### config.mk
export PLATFORM = sky130hd
export DESIGN_NAME = button_debouncer
export DESIGN_NICKNAME = d
export VERILOG_FILES = /design/src/rtl/button_debouncer.sv
export SDC_FILE = /design/constraint.sdc
export NUM_CORES = 1
export LEC_CHECK = 0
export CORE_MARGIN = 1.5
export CORE_UTILIZATION = 40
export CTS_CLUSTER_DIAMETER = 100
export DETAILED_ROUTE_END_ITERATION = 12
export GPL_ROUTABILITY_DRIVEN = 0
export PLACE_DENSITY = 0.62
export SETUP_SLACK_MARGIN = 0.3
export SLEW_MARGIN = 20
export SYNTH_ARGS = -nofsm -noshare
export SYNTH_HDL_FRONTEND = slang
export SYNTH_SLANG_ARGS = --single-unit
### constraint.sdc
create_clock -name clk -period 2 [get_ports clk]
set_input_delay 0.6 -clock clk [delete_from_list [all_inputs] [get_ports clk]]
set_output_delay 0.6 -clock clk [all_outputs]
set_load 0.005 [all_outputs]
### src/rtl/button_debouncer.sv
// button_debouncer: per-button 2-flop synchroniser and debounce FSM producing a clean level and a press pulse.
// Define AUTOREPEAT_EN to re-issue the press pulse while a button is held (REPEAT_DELAY, then every REPEAT_PERIOD).
module button_debouncer #(
    parameter int N_BTN           = 5,
    parameter int DEBOUNCE_CYCLES = 500000,
    parameter int REPEAT_DELAY    = 50000000,
    parameter int REPEAT_PERIOD   = 10000000
) (
    input  logic             clk,
    input  logic             rst,
    input  logic [N_BTN-1:0] btn_in,
    output logic [N_BTN-1:0] btn_level,
    output logic [N_BTN-1:0] btn_pulse
);

    localparam int CNT_W = $clog2(DEBOUNCE_CYCLES);
    localparam logic [CNT_W-1:0] CNT_ZERO = CNT_W'(0);
    localparam logic [CNT_W-1:0] CNT_ONE  = CNT_W'(1);
    localparam logic [CNT_W-1:0] CNT_LAST = CNT_W'(DEBOUNCE_CYCLES - 1);

    localparam logic [1:0] ST_IDLE         = 2'd0;
    localparam logic [1:0] ST_WAIT_PRESS   = 2'd1;
    localparam logic [1:0] ST_PRESSED      = 2'd2;
    localparam logic [1:0] ST_WAIT_RELEASE = 2'd3;

`ifdef AUTOREPEAT_EN
    localparam int RMAX   = (REPEAT_DELAY > REPEAT_PERIOD) ? REPEAT_DELAY : REPEAT_PERIOD;
    localparam int RCNT_W = (RMAX > 1) ? $clog2(RMAX) : 1;
    localparam logic [RCNT_W-1:0] RCNT_ZERO   = RCNT_W'(0);
    localparam logic [RCNT_W-1:0] RCNT_ONE    = RCNT_W'(1);
    localparam logic [RCNT_W-1:0] RCNT_DELAY  = RCNT_W'(REPEAT_DELAY - 1);
    localparam logic [RCNT_W-1:0] RCNT_PERIOD = RCNT_W'(REPEAT_PERIOD - 1);
`endif

    // A one-cycle counter terminal would make "stable" meaningless, and repeat timings need at least one cycle.
    if (DEBOUNCE_CYCLES < 2 || REPEAT_DELAY < 1 || REPEAT_PERIOD < 1) begin : g_param_check
        $error("button_debouncer: DEBOUNCE_CYCLES must be >= 2 and REPEAT_* >= 1");
    end

    logic [N_BTN-1:0] s1_r;
    logic [N_BTN-1:0] s2_r;

    // Two-flop synchroniser for the asynchronous raw buttons.
    always_ff @(posedge clk) begin
        if (rst) begin
            s1_r <= {N_BTN{1'b0}};
            s2_r <= {N_BTN{1'b0}};
        end else begin
            s1_r <= btn_in;
            s2_r <= s1_r;
        end
    end

    for (genvar g = 0; g < N_BTN; g++) begin : g_chan
        logic [1:0]       state_r;
        logic [1:0]       state_nxt_s;
        logic [CNT_W-1:0] cnt_r;
        logic [CNT_W-1:0] cnt_nxt_s;
        logic             level_r;
        logic             level_nxt_s;
        logic             pulse_r;
        logic             pulse_nxt_s;
        logic             in_s;
`ifdef AUTOREPEAT_EN
        logic [RCNT_W-1:0] rcnt_r;
        logic [RCNT_W-1:0] rcnt_nxt_s;
        logic              rep_seen_r;
        logic              rep_seen_nxt_s;
        logic [RCNT_W-1:0] rcnt_lim_s;
`endif

        assign in_s = s2_r[g];

        // Debounce FSM next-state; pulse defaults low so it lasts exactly one cycle.
        always_comb begin
            state_nxt_s = state_r;
            cnt_nxt_s   = cnt_r;
            level_nxt_s = level_r;
            pulse_nxt_s = 1'b0;
`ifdef AUTOREPEAT_EN
            rcnt_nxt_s     = RCNT_ZERO;
            rep_seen_nxt_s = 1'b0;
            rcnt_lim_s     = rep_seen_r ? RCNT_PERIOD : RCNT_DELAY;
`endif
            case (state_r)
                ST_IDLE: begin
                    if (in_s) begin
                        state_nxt_s = ST_WAIT_PRESS;
                        cnt_nxt_s   = CNT_ZERO;
                    end else begin
                        state_nxt_s = ST_IDLE;
                    end
                end
                ST_WAIT_PRESS: begin
                    if (!in_s) begin
                        state_nxt_s = ST_IDLE;
                    end else if (cnt_r == CNT_LAST) begin
                        state_nxt_s = ST_PRESSED;
                        level_nxt_s = 1'b1;
                        pulse_nxt_s = 1'b1;
                    end else begin
                        cnt_nxt_s = cnt_r + CNT_ONE;
                    end
                end
                ST_PRESSED: begin
                    if (!in_s) begin
                        state_nxt_s = ST_WAIT_RELEASE;
                        cnt_nxt_s   = CNT_ZERO;
                    end else begin
                        state_nxt_s = ST_PRESSED;
`ifdef AUTOREPEAT_EN
                        // First repeat after REPEAT_DELAY, later ones every REPEAT_PERIOD.
                        if (rcnt_r == rcnt_lim_s) begin
                            pulse_nxt_s    = 1'b1;
                            rcnt_nxt_s     = RCNT_ZERO;
                            rep_seen_nxt_s = 1'b1;
                        end else begin
                            rcnt_nxt_s     = rcnt_r + RCNT_ONE;
                            rep_seen_nxt_s = rep_seen_r;
                        end
`endif
                    end
                end
                ST_WAIT_RELEASE: begin
                    if (in_s) begin
                        state_nxt_s = ST_PRESSED;
                    end else if (cnt_r == CNT_LAST) begin
                        state_nxt_s = ST_IDLE;
                        level_nxt_s = 1'b0;
                    end else begin
                        cnt_nxt_s = cnt_r + CNT_ONE;
                    end
                end
                default: begin
                    state_nxt_s = ST_IDLE;
                    cnt_nxt_s   = CNT_ZERO;
                    level_nxt_s = 1'b0;
                end
            endcase
        end

        // Channel state and registered outputs.
        always_ff @(posedge clk) begin
            if (rst) begin
                state_r <= ST_IDLE;
                cnt_r   <= CNT_ZERO;
                level_r <= 1'b0;
                pulse_r <= 1'b0;
            end else begin
                state_r <= state_nxt_s;
                cnt_r   <= cnt_nxt_s;
                level_r <= level_nxt_s;
                pulse_r <= pulse_nxt_s;
            end
        end

`ifdef AUTOREPEAT_EN
        // Repeat counter is zero outside PRESSED, so every entry to PRESSED restarts the delay.
        always_ff @(posedge clk) begin
            if (rst) begin
                rcnt_r     <= RCNT_ZERO;
                rep_seen_r <= 1'b0;
            end else begin
                rcnt_r     <= rcnt_nxt_s;
                rep_seen_r <= rep_seen_nxt_s;
            end
        end
`endif

        assign btn_level[g] = level_r;
        assign btn_pulse[g] = pulse_r;
    end

endmodule

==> report_table.html, run 1 <==
<table>
<tr><th>Metric</th><th>Value</th></tr>
<tr><th colspan="2">Outcome</th></tr>
<tr><td>Run status</td><td>completed</td></tr>
<tr><th colspan="2">Global routing</th></tr>
<tr><td>Maximum number of pins on one net before global-route repair</td><td>18</td></tr>
<tr><td>GRT Overall Usage</td><td>0.191</td></tr>
<tr><td>Via count of the first global-routing pass</td><td>4919</td></tr>
<tr><td>Overflow after GRT</td><td>0</td></tr>
<tr><td>Initial antenna violation count</td><td>0</td></tr>
<tr><td>Wire length of the first global-routing pass</td><td>23100 um</td></tr>
<tr><th colspan="2">Critical path</th></tr>
<tr><td>Startpoint of the worst-slack reg-to-reg timing path</td><td>g_chan[2].cnt_r[7]</td></tr>
<tr><td>CP Max Fanout</td><td>7</td></tr>
<tr><td>Launch point of the critical path</td><td>g_chan[2].cnt_r[7]</td></tr>
<tr><td>Kind of start point of the critical path</td><td>register</td></tr>
<tr><td>Most frequent cell on the critical path</td><td>sky130_fd_sc_hd__or3_4</td></tr>
<tr><td>Kind of end point of the critical path</td><td>register</td></tr>
<tr><td>Worst r2r dst</td><td>g_chan[2].cnt_r[18]</td></tr>
<tr><td>Critical path cell sequence</td><td>nand2_1 -&gt; or3_4 -&gt; or4_4 -&gt; or3_4 -&gt; a21oi_2</td></tr>
<tr><td>Largest stage delay on the critical path</td><td>0.44 ns</td></tr>
<tr><td>Worst Reg2Reg Path Length in Cells</td><td>5</td></tr>
<tr><td>Sum of buffers and inverters on the critical path</td><td>0</td></tr>
<tr><td>Delay-heaviest family, CP</td><td>simple AND/OR/NAND/NOR gates</td></tr>
<tr><td>Required @ worst endpoint</td><td>2.36 ns</td></tr>
<tr><td>Critical Path Slowest Stage Cell</td><td>sky130_fd_sc_hd__or4_4</td></tr>
<tr><td>CP Data Arrival Time</td><td>2.31 ns</td></tr>
<tr><td>Setup CP Type</td><td>register to register</td></tr>
<tr><td>Setup slack on the worst flop-to-flop path</td><td>0.05 ns</td></tr>
<tr><th colspan="2">Cells and area</th></tr>
<tr><td>Leading cell type in the layout, fill and taps excluded</td><td>sky130_fd_sc_hd__dfxtp_1</td></tr>
<tr><td>N_diodes</td><td>0</td></tr>
<tr><td>Share of layout cells above drive strength 1</td><td>0.350</td></tr>
<tr><td>Post-layout instance count excluding filler cells</td><td>963</td></tr>
<tr><td>Highest-count cells in the layout ignoring fill and taps</td><td>sky130_fd_sc_hd__dfxtp_1, sky130_fd_sc_hd__nor2_1, sky130_fd_sc_hd__buf_4</td></tr>
<tr><td>FILL cells</td><td>1202</td></tr>
<tr><td>Number of nets in the layout</td><td>778</td></tr>
<tr><td>Layout overhead on the synthesized area</td><td>41.6%</td></tr>
<tr><th colspan="2">Logic synthesis</th></tr>
<tr><td>Adder and majority cell fraction of the synthesized area</td><td>0.0107</td></tr>
<tr><td>Main combinational cell family by area after synthesis</td><td>simple AND/OR/NAND/NOR gates</td></tr>
<tr><td>Commonest register cell after synthesis</td><td>sky130_fd_sc_hd__dfxtp_1</td></tr>
<tr><td>Compound-gate portion of the synthesized area</td><td>0.0967</td></tr>
<tr><td>Cell type with the highest aggregate area in the netlist</td><td>sky130_fd_sc_hd__dfxtp_1</td></tr>
<tr><td>Yosys warns</td><td>0</td></tr>
<tr><td>Area fraction of the dominant cell type after synthesis</td><td>0.426</td></tr>
<tr><td>Number of nets produced by synthesis</td><td>681</td></tr>
<tr><td>Synth top area cells</td><td>sky130_fd_sc_hd__dfxtp_1, sky130_fd_sc_hd__xor2_1, sky130_fd_sc_hd__nor2_1, sky130_fd_sc_hd__xnor2_1, sky130_fd_sc_hd__nand3_1</td></tr>
<tr><td>Post-synthesis cell type count</td><td>64</td></tr>
<tr><td>Sequential share of the synthesized area</td><td>0.426</td></tr>
<tr><td>Synth Instances</td><td>669</td></tr>
<tr><td>Avg Synthesized Cell Area</td><td>8.78 sq um</td></tr>
<tr><td>XOR/XNOR share of the synthesized area</td><td>0.0880</td></tr>
<tr><td>Post-Synth Simple-Gate Area</td><td>0.316</td></tr>
<tr><td>Proportion of synthesized area in mux cells</td><td>0.0292</td></tr>
<tr><td>Number of enable flip-flop cells after synthesis</td><td>0</td></tr>
<tr><td>#FFs+latches synth</td><td>125</td></tr>
<tr><td>Post-synthesis instance area</td><td>5870 sq um</td></tr>
<tr><td>Share of synthesized registers carrying an async set or reset</td><td>0</td></tr>
<tr><th colspan="2">Min path</th></tr>
<tr><td>Hold Path Stages</td><td>1</td></tr>
<tr><td>Beginning of the worst hold path</td><td>s1_r[1]</td></tr>
<tr><td>Class of the tightest hold or removal check</td><td>register to register</td></tr>
<tr><td>Hold path endpoint</td><td>s2_r[1]</td></tr>
<tr><th colspan="2">Timing</th></tr>
<tr><td>Count of pins over their slew limit</td><td>0</td></tr>
<tr><td>Actual slew at the worst max-slew pin</td><td>0.496 ns</td></tr>
<tr><td>Final Hold Violating Endpoints</td><td>0</td></tr>
<tr><td>Setup-failing EPs final</td><td>0</td></tr>
<tr><td>Remaining max-slew budget at the tightest pin</td><td>0.667</td></tr>
<tr><td>Aggregate negative setup slack</td><td>0 ns</td></tr>
<tr><td>Min Tclk post-route</td><td>1.95 ns</td></tr>
<tr><td>Final WS setup</td><td>0.0515 ns</td></tr>
<tr><td>Post-route fraction of the period consumed by the critical path</td><td>0.974</td></tr>
<tr><td>Highest clock rate</td><td>513 MHz</td></tr>
<tr><td>Setup repair after global routing missed its margin</td><td>yes</td></tr>
<tr><td>Clock skew</td><td>0.00530 ns</td></tr>
<tr><th colspan="2">CTS</th></tr>
<tr><td>Longest Clk Path Bufs</td><td>2</td></tr>
<tr><td>Hold buffer count at CTS</td><td>0</td></tr>
<tr><td>Clk slew on worst S/H paths</td><td>0.06 ns</td></tr>
<tr><td>Number of clock buffers inserted by TritonCTS</td><td>17</td></tr>
<tr><td>Total number of H-tree levels</td><td>4</td></tr>
<tr><td>Root buffer cell</td><td>sky130_fd_sc_hd__clkbuf_16</td></tr>
<tr><td>Sinks on the clock net</td><td>125</td></tr>
<tr><td>Clock latency on the worst-skew pair</td><td>0.43 ns</td></tr>
<tr><td>CTS tree</td><td>yes</td></tr>
<tr><th colspan="2">Detailed routing</th></tr>
<tr><td>Routed via count</td><td>5328</td></tr>
<tr><td>Final antenna-violating net count</td><td>0</td></tr>
<tr><td>Residual DRC count</td><td>0</td></tr>
<tr><td>DR WL/cell</td><td>15.5 um</td></tr>
<tr><td>Sum of routed wire length over all layers</td><td>15000 um</td></tr>
<tr><td>DRT Pass-1 Iters</td><td>7</td></tr>
<tr><td>Initial DRC Count</td><td>343</td></tr>
<tr><td>Via-per-instance ratio</td><td>5.53</td></tr>
<tr><th colspan="2">Job</th></tr>
<tr><td>Max-cap viol count</td><td>0</td></tr>
<tr><th colspan="2">Floorplan</th></tr>
<tr><td>Number of rows created at floorplan</td><td>44</td></tr>
<tr><td>Initial Util</td><td>0.407</td></tr>
<tr><td>Die W</td><td>124 um</td></tr>
<tr><td>Area of the core</td><td>14400 sq um</td></tr>
<tr><td>Die footprint</td><td>15400 sq um</td></tr>
<tr><td># IOs</td><td>17</td></tr>
<tr><td>Die Span Y</td><td>124 um</td></tr>
<tr><th colspan="2">Placed design</th></tr>
<tr><td>Detailed-placement wirelength estimate</td><td>8750 um</td></tr>
<tr><td>Port-buffer cells</td><td>16</td></tr>
<tr><td>Total placed cells including tap cells</td><td>877</td></tr>
<tr><td>Place WS</td><td>-0.0301 ns</td></tr>
<tr><th colspan="2">Pwr</th></tr>
<tr><td>Max IR drop VDD</td><td>0.578 mV</td></tr>
<tr><td>Pwr dens</td><td>757 nW/um^2</td></tr>
<tr><td>Leakage power</td><td>2.96 nW</td></tr>
</table>
through the flow:
step	total power (W)	cell area [sq um]	utilization	hold WS, ns
final	0.00630	8310	0.576	0.444
after floorplan	0.00269	5980	-	0.414
after detailed placement	0.00277	6480	0.449	0.430
after global placement	0.00277	6480	0.449	0.423
after CTS	0.00631	7840	0.544	0.444
after global routing	0.00649	8310	0.576	0.464
cells by family after synthesis:
logic type / count (synthesis)
buffers and inverters: 37
adders and majority gates: 5
and+or+nand+nor: 331
muxes: 17
AOI/OAI and AO/OA: 95
DFF: 125
xor gates and xnor gates: 59
worst max-delay path by stage:
| stage | end | cells past startpoint |
|---|---|---|
| 3_3_place_gp | g_chan[2].cnt_r[2] | 6 |
| 3_5_place_dp | g_chan[2].cnt_r[2] | 6 |
| 5_1_grt | g_chan[2].cnt_r[18] | 5 |
| 6_report | g_chan[2].cnt_r[18] | 5 |
| 2_1_floorplan | g_chan[0].level_r | 5 |
| 4_1_cts | btn_level[3] | 1 |
Yosys cell counts (2+ instances only):
cell and instances:
sky130_fd_sc_hd__and4_1 12, sky130_fd_sc_hd__nand4_1 27, sky130_fd_sc_hd__or4b_2 2, sky130_fd_sc_hd__o2111ai_1 2, sky130_fd_sc_hd__nor3b_1 3, sky130_fd_sc_hd__a31o_2 2, sky130_fd_sc_hd__a31oi_1 5, sky130_fd_sc_hd__ha_1 5
sky130_fd_sc_hd__nor2_1 70, sky130_fd_sc_hd__xor2_1 31, sky130_fd_sc_hd__buf_4 11, sky130_fd_sc_hd__a21oi_1 37, sky130_fd_sc_hd__nor4b_1 9, sky130_fd_sc_hd__and4bb_2 2, sky130_fd_sc_hd__and3_1 13, sky130_fd_sc_hd__o21ai_2 2
sky130_fd_sc_hd__o21ai_1 5, sky130_fd_sc_hd__nor3_1 13, sky130_fd_sc_hd__o21ai_0 22, sky130_fd_sc_hd__or3_1 17, sky130_fd_sc_hd__mux2i_1 16, sky130_fd_sc_hd__and2_1 3, sky130_fd_sc_hd__nor2b_1 15, sky130_fd_sc_hd__or4_1 12
sky130_fd_sc_hd__o211ai_1 4, sky130_fd_sc_hd__nand2_1 51, sky130_fd_sc_hd__nor4_1 7, sky130_fd_sc_hd__clkbuf_1 9, sky130_fd_sc_hd__and4b_1 3, sky130_fd_sc_hd__dfxtp_1 125, sky130_fd_sc_hd__buf_6 2, sky130_fd_sc_hd__nand3_1 46
sky130_fd_sc_hd__xnor2_1 28, sky130_fd_sc_hd__or2_2 7, sky130_fd_sc_hd__inv_1 14, sky130_fd_sc_hd__or4b_1 2, sky130_fd_sc_hd__o31ai_1 8
flip-flops by register name (all words and copies together) (netlist names), named ones only:
signal and flops:
g_chan.cnt_r 95, g_chan.level_r 5, g_chan.pulse_r 5, g_chan.state_r 5, s1_r 5, s2_r 5
layout make-up:
type,count,area (sq um),area share
Multi-Input combinational cell,509,3790,0.456
Sequential cell,125,2610,0.314
Timing Repair Buffer,99,942,0.113
Clock buffer,23,508,0.0611
Tap cell,184,230,0.0277
Clock inverter,9,179,0.0215
Inverter,14,52.6,0.00632
power by group:
part / switching [W] / internal [W]
registers: 0.0000203 / 0.00249
logic: 0.000131 / 0.000123
clock network: 0.00113 / 0.00241
total: 0.00128 / 0.00502
repair_timing:
item | in CTS | in global routing
gates resized for setup | 97 | 96
buffers inserted | 33 | 15
pin swaps | 45 | 52
endpoints found under the setup margin | 65 | 83
gates cloned | 6 | 0
metal layers:
metal | up-vias | routed length (um) | global-route usage
li1 | 2624 | - | -
met1 | 2542 | 6730 | 0.242
met2 | 128 | 7240 | 0.304
met3 | 34 | 633 | 0.0472
met4 | 0 | 357 | 0.0881
met5 | - | 0 | 0
Power figures use the tool's default switching activity.
==> inputs of run 2 (changes only) <==
--- a/config.mk
+++ b/config.mk
@@ -5,6 +5,7 @@
 export SDC_FILE = /design/constraint.sdc
 export NUM_CORES = 1
 export LEC_CHECK = 0
+export ABC_AREA = 1
 export CORE_MARGIN = 1.5
 export CORE_UTILIZATION = 40
 export CTS_CLUSTER_DIAMETER = 100
@@ -16,3 +17,4 @@
 export SYNTH_ARGS = -nofsm -noshare
 export SYNTH_HDL_FRONTEND = slang
 export SYNTH_SLANG_ARGS = --single-unit
+export TNS_END_PERCENT = 1
==> run 2 against run 1 <==
Worst setup slack improved by 0.10 ns. Register-to-register slack improved by 0.21 ns. Sequential power barely moved. Die area rose by 21%. Sequential cell count did not move. Final area fell by 2.2%. Synthesized cell count rose by 64%. Clock power fell by 13%. Wire length rose by 3.5%. First-iteration DRC count fell by 1.2%.
==> report_table.html, run 2 <==
<table>
<tr><th>Metric</th><th>Value</th></tr>
<tr><th colspan="2">Logic synthesis</th></tr>
<tr><td>Adder and majority cell fraction of the synthesized area</td><td>0.00878</td></tr>
<tr><td>Number of enable flip-flop cells after synthesis</td><td>0</td></tr>
<tr><td>Cell type with the highest aggregate area in the netlist</td><td>sky130_fd_sc_hd__dfxtp_1</td></tr>
<tr><td>Top-count cell post-synth</td><td>sky130_fd_sc_hd__nand2_1</td></tr>
<tr><td>Proportion of synthesized area in mux cells</td><td>0</td></tr>
<tr><td>Post-Synth Simple-Gate Area</td><td>0.424</td></tr>
<tr><td>Post-synthesis cell type count</td><td>44</td></tr>
<tr><td>Most instantiated cells after synthesis</td><td>sky130_fd_sc_hd__nand2_1, sky130_fd_sc_hd__nor2_1, sky130_fd_sc_hd__inv_1, sky130_fd_sc_hd__dfxtp_1, sky130_fd_sc_hd__nand3_1</td></tr>
<tr><td>Number of nets produced by synthesis</td><td>1110</td></tr>
<tr><td>Main combinational cell family by area after synthesis</td><td>simple AND/OR/NAND/NOR gates</td></tr>
<tr><td>Share of synthesized registers carrying an async set or reset</td><td>0</td></tr>
<tr><td>Synth Instances</td><td>1098</td></tr>
<tr><td>Area fraction of the dominant cell type after synthesis</td><td>0.351</td></tr>
<tr><td>Yosys warns</td><td>0</td></tr>
<tr><td>#FFs+latches synth</td><td>125</td></tr>
<tr><td>Sequential share of the synthesized area</td><td>0.351</td></tr>
<tr><td>XOR/XNOR share of the synthesized area</td><td>0.0318</td></tr>
<tr><td>Commonest register cell after synthesis</td><td>sky130_fd_sc_hd__dfxtp_1</td></tr>
<tr><td>Compound-gate portion of the synthesized area</td><td>0.0713</td></tr>
<tr><td>Avg Synthesized Cell Area</td><td>6.49 sq um</td></tr>
<tr><td>Post-synthesis instance area</td><td>7120 sq um</td></tr>
<tr><td>Synth top area cells</td><td>sky130_fd_sc_hd__dfxtp_1, sky130_fd_sc_hd__nand2_1, sky130_fd_sc_hd__nor2_1, sky130_fd_sc_hd__inv_1, sky130_fd_sc_hd__nand3_1</td></tr>
<tr><th colspan="2">Global routing</th></tr>
<tr><td>Wire length of the first global-routing pass</td><td>26300 um</td></tr>
<tr><td>Maximum number of pins on one net before global-route repair</td><td>24</td></tr>
<tr><td>Overflow after GRT</td><td>0</td></tr>
<tr><td>Initial antenna violation count</td><td>0</td></tr>
<tr><td>Via count of the first global-routing pass</td><td>5716</td></tr>
<tr><td>GRT Overall Usage</td><td>0.177</td></tr>
<tr><th colspan="2">Floorplan</th></tr>
<tr><td>Area of the core</td><td>17400 sq um</td></tr>
<tr><td>Initial Util</td><td>0.410</td></tr>
<tr><td>Die W</td><td>136 um</td></tr>
<tr><td># IOs</td><td>17</td></tr>
<tr><td>Die Span Y</td><td>136 um</td></tr>
<tr><td>Number of rows created at floorplan</td><td>48</td></tr>
<tr><td>Die footprint</td><td>18600 sq um</td></tr>
<tr><th colspan="2">CTS</th></tr>
<tr><td>CTS tree</td><td>yes</td></tr>
<tr><td>Total number of H-tree levels</td><td>4</td></tr>
<tr><td>Sinks on the clock net</td><td>125</td></tr>
<tr><td>Number of clock buffers inserted by TritonCTS</td><td>17</td></tr>
<tr><td>Clock latency on the worst-skew pair</td><td>0.42 ns</td></tr>
<tr><td>Hold buffer count at CTS</td><td>0</td></tr>
<tr><td>Longest Clk Path Bufs</td><td>2</td></tr>
<tr><td>Root buffer cell</td><td>sky130_fd_sc_hd__clkbuf_16</td></tr>
<tr><td>Clk slew on worst S/H paths</td><td>0.05 ns</td></tr>
<tr><th colspan="2">Pwr</th></tr>
<tr><td>Power Total</td><td>0.00582 W</td></tr>
<tr><td>Combinational group share of total power</td><td>0.035</td></tr>
<tr><td>P_sw</td><td>0.00123 W</td></tr>
<tr><td>Internal power of the cells</td><td>0.00459 W</td></tr>
<tr><td>Sequential share of power</td><td>0.434</td></tr>
<tr><td>Leakage power</td><td>3.14 nW</td></tr>
<tr><td>Net switching fraction of the power</td><td>0.212</td></tr>
<tr><td>Max IR drop VDD</td><td>0.642 mV</td></tr>
<tr><td>Pwr dens</td><td>715 nW/um^2</td></tr>
<tr><td>Clock share of power</td><td>0.531</td></tr>
<tr><th colspan="2">Critical path</th></tr>
<tr><td>Sum of buffers and inverters on the critical path</td><td>1</td></tr>
<tr><td>Critical Path Slowest Stage Cell</td><td>sky130_fd_sc_hd__clkdlybuf4s50_1</td></tr>
<tr><td>Setup slack on the worst flop-to-flop path</td><td>0.26 ns</td></tr>
<tr><td>Critical path cell sequence</td><td>clkdlybuf4s50_1</td></tr>
<tr><td>CP Max Fanout</td><td>2</td></tr>
<tr><td>Kind of end point of the critical path</td><td>output port</td></tr>
<tr><td>Kind of start point of the critical path</td><td>register</td></tr>
<tr><td>Delay-heaviest family, CP</td><td>buffers and inverters</td></tr>
<tr><td>Worst Reg2Reg Path Length in Cells</td><td>11</td></tr>
<tr><td>Largest stage delay on the critical path</td><td>0.51 ns</td></tr>
<tr><td>Required @ worst endpoint</td><td>1.40 ns</td></tr>
<tr><td>Setup CP Type</td><td>register to output port</td></tr>
<tr><td>Stages on worst setup path</td><td>1</td></tr>
<tr><td>CP Data Arrival Time</td><td>1.24 ns</td></tr>
<tr><th colspan="2">Timing</th></tr>
<tr><td>Final Hold Violating Endpoints</td><td>0</td></tr>
<tr><td>Min Tclk post-route</td><td>1.84 ns</td></tr>
<tr><td>Count of pins over their slew limit</td><td>0</td></tr>
<tr><td>Highest clock rate</td><td>542 MHz</td></tr>
<tr><td>Clock skew</td><td>0.00892 ns</td></tr>
<tr><td>Worst-case hold slack</td><td>0.401 ns</td></tr>
<tr><td>Setup-failing EPs final</td><td>0</td></tr>
<tr><td>Post-route fraction of the period consumed by the critical path</td><td>0.922</td></tr>
<tr><td>Remaining max-slew budget at the tightest pin</td><td>0.435</td></tr>
<tr><td>Setup repair after global routing missed its margin</td><td>yes</td></tr>
<tr><td>Aggregate negative setup slack</td><td>0 ns</td></tr>
<tr><td>Actual slew at the worst max-slew pin</td><td>0.839 ns</td></tr>
<tr><th colspan="2">Cells and area</th></tr>
<tr><td>Share of layout cells above drive strength 1</td><td>0.107</td></tr>
<tr><td>Max reg flops</td><td>95</td></tr>
<tr><td>Layout overhead on the synthesized area</td><td>14.2%</td></tr>
<tr><td>Leading cell type in the layout, fill and taps excluded</td><td>sky130_fd_sc_hd__nand2_1</td></tr>
<tr><td>Register with the highest flop count</td><td>g_chan.cnt_r</td></tr>
<tr><td>N_diodes</td><td>0</td></tr>
<tr><td>Highest-count cells in the layout ignoring fill and taps</td><td>sky130_fd_sc_hd__nand2_1, sky130_fd_sc_hd__nor2_1, sky130_fd_sc_hd__inv_1</td></tr>
<tr><td>Summed area of non-filler cells in the final layout</td><td>8130 sq um</td></tr>
<tr><td>FILL cells</td><td>1777</td></tr>
<tr><td>Number of nets in the layout</td><td>1137</td></tr>
<tr><th colspan="2">Detailed routing</th></tr>
<tr><td>Routed via count</td><td>6437</td></tr>
<tr><td>Detailed-routed wire length on met3</td><td>590 um</td></tr>
<tr><td>DR WL/cell</td><td>11.4 um</td></tr>
<tr><td>Wire length on met2</td><td>7090 um</td></tr>
<tr><td>Initial DRC Count</td><td>339</td></tr>
<tr><td>Met1 wire length</td><td>7620 um</td></tr>
<tr><td>Max Used Layer</td><td>met4</td></tr>
<tr><td>Residual DRC count</td><td>0</td></tr>
<tr><td>Via-per-instance ratio</td><td>4.73</td></tr>
<tr><td>DRT Pass-1 Iters</td><td>5</td></tr>
<tr><td>Sum of routed wire length over all layers</td><td>15500 um</td></tr>
<tr><td>Final antenna-violating net count</td><td>0</td></tr>
<tr><th colspan="2">Min path</th></tr>
<tr><td>Class of the tightest hold or removal check</td><td>register to register</td></tr>
<tr><td>Hold Path Stages</td><td>2</td></tr>
<tr><th colspan="2">Job</th></tr>
<tr><td>Max-cap viol count</td><td>0</td></tr>
<tr><th colspan="2">Placed design</th></tr>
<tr><td>Port-buffer cells</td><td>16</td></tr>
<tr><td>Detailed-placement wirelength estimate</td><td>11100 um</td></tr>
<tr><td>Placement Cell Area</td><td>7480 sq um</td></tr>
<tr><th colspan="2">Outcome</th></tr>
<tr><td>Run status</td><td>completed</td></tr>
</table>
[run 2: changes by cell type after synthesis, sizes merged, moves of 14 or more]
cell	previous run	this run
nor2b	15	1
mux2i	16	0
and3	14	0
xnor2	28	6
or3	19	0
or4	14	0
a21oi	37	53
nand3	46	105
nor2	71	230
nand2	52	286
buf	14	32
inv	14	143
[run 2: routing by layer]
layer	up-vias	track usage
li1	3494	-
met3	19	0.0403
met4	0	0.0591
met1	2811	0.228
met5	-	0
met2	113	0.291
[run 2: cell families after synthesis]
family,count (synthesis)
buf+inv,180
compound gates,85
xor+xnor,25
flops,125
simple gates,678
fa+ha+maj,5
[run 2: timing repair]
action,4_1_cts,5_1_grt
buffers inserted,0,3
resized for setup,1,6
gates cloned,0,1
setup endpoints to repair,39,103
pin swaps,0,1
[run 2: worst min-delay path: stages, from the launching register on]
cell and delay, ns:
sky130_fd_sc_hd__dfxtp_1 0.29, sky130_fd_sc_hd__inv_1 0.04, sky130_fd_sc_hd__nor2_1 0.03
[run 2: power groups by stage]
stage | clock (W) | sequential (W) | combinational [W]
final | 0.00309 | 0.00252 | 0.000204
after floorplan | 0 | 0.00257 | 0.000137
after CTS | 0.00316 | 0.00252 | 0.000203
after global routing | 0.00328 | 0.00252 | 0.000228
after detailed placement | 0 | 0.00258 | 0.000202
after global placement | 0 | 0.00258 | 0.000201
[run 2: worst paths after layout]
| check | startpoint | endpoint |
|---|---|---|
| setup / recovery | g_chan[3].level_r | btn_level[3] |
| hold / removal | s1_r[4] | s2_r[4] |
| setup reg to reg | g_chan[3].cnt_r[1] | g_chan[3].cnt_r[15] |
| hold reg to reg | s1_r[4] | s2_r[4] |
[run 2: cell type report]
cell class	instances	area [sq um]	area share
well taps	225	282	0.0346
repair buffers	41	357	0.0438
clock buffers	24	512	0.0629
inverters	146	548	0.0674
clock inverters	6	82.6	0.0102
multi-input cells	794	3850	0.473
flip-flops and latches	125	2500	0.308
[run 2: per-stage QoR]
step	utilization	worst slack, ns	cells
floorplan	-	0.455	1098
global placement	0.431	0.0936	1327
detailed placement	0.431	0.115	1327
CTS	0.465	0.0896	1357
global route	0.469	0.105	1361
finish	0.469	0.156	1361
==> inputs of run 3 (changes only) <==
--- a/config.mk
+++ b/config.mk
@@ -8,9 +8,9 @@
 export ABC_AREA = 1
 export CORE_MARGIN = 1.5
 export CORE_UTILIZATION = 40
+export CTS_BUF_LIST = sky130_fd_sc_hd__clkbuf_2 sky130_fd_sc_hd__clkbuf_4 sky130_fd_sc_hd__clkbuf_8
 export CTS_CLUSTER_DIAMETER = 100
 export DETAILED_ROUTE_END_ITERATION = 12
-export GPL_ROUTABILITY_DRIVEN = 0
 export PLACE_DENSITY = 0.62
 export SETUP_SLACK_MARGIN = 0.3
 export SLEW_MARGIN = 20
==> run 3 against run 2 <==
Clock-buffer cell count unchanged. Register-to-register slack about the same. Critical path depth unchanged. Non-clock buffer count down 3. Final area down 2.9%. Clock skew up 0.0024 ns. Hold slack about the same. First-iteration DRC count down 10%. Fmax down 1.8%. Via count down 1.2%. Global-route usage down 0.13 points. Largest cell class unchanged. Highest routed layer unchanged.
==> report_table.html, run 3 (synthesis results as in run 2) <==
<table>
<tr><th>Metric</th><th>Value</th></tr>
<tr><th colspan="2">CTS</th></tr>
<tr><td>Number of clock buffers inserted by TritonCTS</td><td>17</td></tr>
<tr><td>Longest Clk Path Bufs</td><td>2</td></tr>
<tr><td>Total number of H-tree levels</td><td>4</td></tr>
<tr><td>Hold buffer count at CTS</td><td>0</td></tr>
<tr><td>Clk slew on worst S/H paths</td><td>0.07 ns</td></tr>
<tr><td>CTS tree</td><td>yes</td></tr>
<tr><td>Clock latency on the worst-skew pair</td><td>0.44 ns</td></tr>
<tr><td>Sinks on the clock net</td><td>125</td></tr>
<tr><td>Root buffer cell</td><td>sky130_fd_sc_hd__clkbuf_8</td></tr>
<tr><th colspan="2">Pwr</th></tr>
<tr><td>Max IR drop VDD</td><td>0.395 mV</td></tr>
<tr><td>P_sw</td><td>0.00112 W</td></tr>
<tr><td>Net switching fraction of the power</td><td>0.224</td></tr>
<tr><td>Leakage power</td><td>3.03 nW</td></tr>
<tr><td>Clock share of power</td><td>0.455</td></tr>
<tr><td>Combinational group share of total power</td><td>0.040</td></tr>
<tr><td>Power Total</td><td>0.00499 W</td></tr>
<tr><td>Sequential share of power</td><td>0.505</td></tr>
<tr><td>Internal power of the cells</td><td>0.00387 W</td></tr>
<tr><td>Pwr dens</td><td>632 nW/um^2</td></tr>
<tr><th colspan="2">Job</th></tr>
<tr><td>Max-cap viol count</td><td>0</td></tr>
<tr><th colspan="2">Placed design</th></tr>
<tr><td>Total placed cells including tap cells</td><td>1327</td></tr>
<tr><td>Detailed-placement wirelength estimate</td><td>11100 um</td></tr>
<tr><td>Port-buffer cells</td><td>16</td></tr>
<tr><td>Placement Cell Area</td><td>7480 sq um</td></tr>
<tr><td>Final estimated routing congestion in global placement</td><td>0.828</td></tr>
<tr><th colspan="2">Cells and area</th></tr>
<tr><td>Summed area of non-filler cells in the final layout</td><td>7900 sq um</td></tr>
<tr><td>FILL cells</td><td>1801</td></tr>
<tr><td>Register with the highest flop count</td><td>g_chan.cnt_r</td></tr>
<tr><td>Share of layout cells above drive strength 1</td><td>0.103</td></tr>
<tr><td>Layout overhead on the synthesized area</td><td>10.9%</td></tr>
<tr><td>Max reg flops</td><td>95</td></tr>
<tr><td>Number of nets in the layout</td><td>1133</td></tr>
<tr><td>Final design utilization</td><td>0.455</td></tr>
<tr><td>Leading cell type in the layout, fill and taps excluded</td><td>sky130_fd_sc_hd__nand2_1</td></tr>
<tr><td>N_diodes</td><td>0</td></tr>
<tr><td>Highest-count cells in the layout ignoring fill and taps</td><td>sky130_fd_sc_hd__nand2_1, sky130_fd_sc_hd__nor2_1, sky130_fd_sc_hd__inv_1</td></tr>
<tr><td>Post-layout instance count excluding filler cells</td><td>1357</td></tr>
<tr><th colspan="2">Timing</th></tr>
<tr><td>Final Hold Violating Endpoints</td><td>0</td></tr>
<tr><td>Remaining max-slew budget at the tightest pin</td><td>0.445</td></tr>
<tr><td>Setup repair after global routing missed its margin</td><td>yes</td></tr>
<tr><td>Actual slew at the worst max-slew pin</td><td>0.825 ns</td></tr>
<tr><td>Highest clock rate</td><td>533 MHz</td></tr>
<tr><td>Aggregate negative setup slack</td><td>0 ns</td></tr>
<tr><td>Min Tclk post-route</td><td>1.88 ns</td></tr>
<tr><td>Count of pins over their slew limit</td><td>0</td></tr>
<tr><td>Post-route fraction of the period consumed by the critical path</td><td>0.939</td></tr>
<tr><td>Setup-failing EPs final</td><td>0</td></tr>
<tr><td>Clock skew</td><td>0.0113 ns</td></tr>
<tr><th colspan="2">Floorplan</th></tr>
<tr><td># IOs</td><td>17</td></tr>
<tr><td>Die Span Y</td><td>136 um</td></tr>
<tr><td>Die W</td><td>136 um</td></tr>
<tr><td>Initial Util</td><td>0.410</td></tr>
<tr><td>Area of the core</td><td>17400 sq um</td></tr>
<tr><td>Number of rows created at floorplan</td><td>48</td></tr>
<tr><td>Die footprint</td><td>18600 sq um</td></tr>
<tr><th colspan="2">Critical path</th></tr>
<tr><td>Largest stage delay on the critical path</td><td>0.50 ns</td></tr>
<tr><td>CP Max Fanout</td><td>2</td></tr>
<tr><td>Setup CP Type</td><td>register to output port</td></tr>
<tr><td>CP Data Arrival Time</td><td>1.28 ns</td></tr>
<tr><td>Critical path cell sequence</td><td>clkdlybuf4s50_1</td></tr>
<tr><td>Required @ worst endpoint</td><td>1.40 ns</td></tr>
<tr><td>Startpoint of the worst-slack reg-to-reg timing path</td><td>g_chan[3].cnt_r[1]</td></tr>
<tr><td>Delay-heaviest family, CP</td><td>buffers and inverters</td></tr>
<tr><td>Kind of start point of the critical path</td><td>register</td></tr>
<tr><td>Critical Path Slowest Stage Cell</td><td>sky130_fd_sc_hd__clkdlybuf4s50_1</td></tr>
<tr><td>Kind of end point of the critical path</td><td>output port</td></tr>
<tr><td>Sum of buffers and inverters on the critical path</td><td>1</td></tr>
<tr><td>Launch point of the critical path</td><td>g_chan[2].level_r</td></tr>
<tr><th colspan="2">Detailed routing</th></tr>
<tr><td>Final antenna-violating net count</td><td>0</td></tr>
<tr><td>Initial DRC Count</td><td>305</td></tr>
<tr><td>DR WL/cell</td><td>11.3 um</td></tr>
<tr><td>Via-per-instance ratio</td><td>4.69</td></tr>
<tr><td>Residual DRC count</td><td>0</td></tr>
<tr><td>Routed via count</td><td>6361</td></tr>
<tr><td>Sum of routed wire length over all layers</td><td>15300 um</td></tr>
<tr><td>DRT Pass-1 Iters</td><td>5</td></tr>
<tr><th colspan="2">Global routing</th></tr>
<tr><td>GRT Overall Usage</td><td>0.175</td></tr>
<tr><td>Via count of the first global-routing pass</td><td>5694</td></tr>
<tr><td>Initial antenna violation count</td><td>0</td></tr>
<tr><td>Maximum number of pins on one net before global-route repair</td><td>24</td></tr>
<tr><td>Wire length of the first global-routing pass</td><td>26100 um</td></tr>
<tr><td>Overflow after GRT</td><td>0</td></tr>
<tr><th colspan="2">Min path</th></tr>
<tr><td>Class of the tightest hold or removal check</td><td>register to register</td></tr>
<tr><td>Beginning of the worst hold path</td><td>s1_r[2]</td></tr>
<tr><th colspan="2">Outcome</th></tr>
<tr><td>Run status</td><td>completed</td></tr>
</table>
==> run 3: changes by cell type in the layout (fill, tap and decap cells not counted), sizes merged <==
cell   previous run  this run
buf              26        23
nand3           106       105
==> run 3: tightest hold or removal path, stage by stage (launching register included) <==
cell	delay (ns)
sky130_fd_sc_hd__dfxtp_1	0.30
sky130_fd_sc_hd__inv_1	0.04
sky130_fd_sc_hd__nor2_1	0.03
==> run 3: worst paths after layout <==
path                         endpoint  slack, ns  cells past startpoint
setup / recovery         btn_level[2]       0.12                      1
hold reg to reg               s2_r[2]       0.40                      2
hold / removal                s2_r[2]       0.40                      2
setup reg to reg  g_chan[3].cnt_r[15]       0.26                     11
==> run 3: what timing repair did <==
action                                  4_1_cts  5_1_grt
pin swaps                                     0        0
buffers inserted                              0        0
endpoints found under the setup margin       40      104
resized for setup                             1        3
==> run 3: per-stage QoR <==
stage | hold WS, ns | setup WS [ns]
after floorplan | 0.388 | 0.455
after detailed placement | 0.394 | 0.115
after global routing | 0.419 | 0.0716
after global placement | 0.390 | 0.0936
after CTS | 0.403 | 0.0840
final | 0.401 | 0.122
==> run 3: area by class of cell <==
class	instances	area [sq um]	share of cell area
clock buffer	24	324	0.0410
clock inverter	6	82.6	0.0105
inverter	146	548	0.0694
multi-input combinational	793	3820	0.484
sequential	125	2500	0.317
tap	225	282	0.0357
timing repair buffer	38	334	0.0423
==> run 3: power groups by stage <==
stage / logic (W) / registers (W) / clock network [W]
2_1_floorplan: 0.000137 / 0.00257 / 0
3_3_place_gp: 0.000201 / 0.00258 / 0
3_5_place_dp: 0.000202 / 0.00258 / 0
4_1_cts: 0.000203 / 0.00252 / 0.00234
5_1_grt: 0.000223 / 0.00252 / 0.00245
6_report: 0.000200 / 0.00252 / 0.00227
==> run 3: layer usage <==
| layer | GRT usage | share of wire | up-vias |
|---|---|---|---|
| li1 | - | - | 3473 |
| met1 | 0.226 | 0.50 | 2803 |
| met2 | 0.288 | 0.45 | 72 |
| met3 | 0.0414 | 0.030 | 13 |
| met4 | 0.0561 | 0.011 | 0 |
| met5 | 0 | 0 | - |
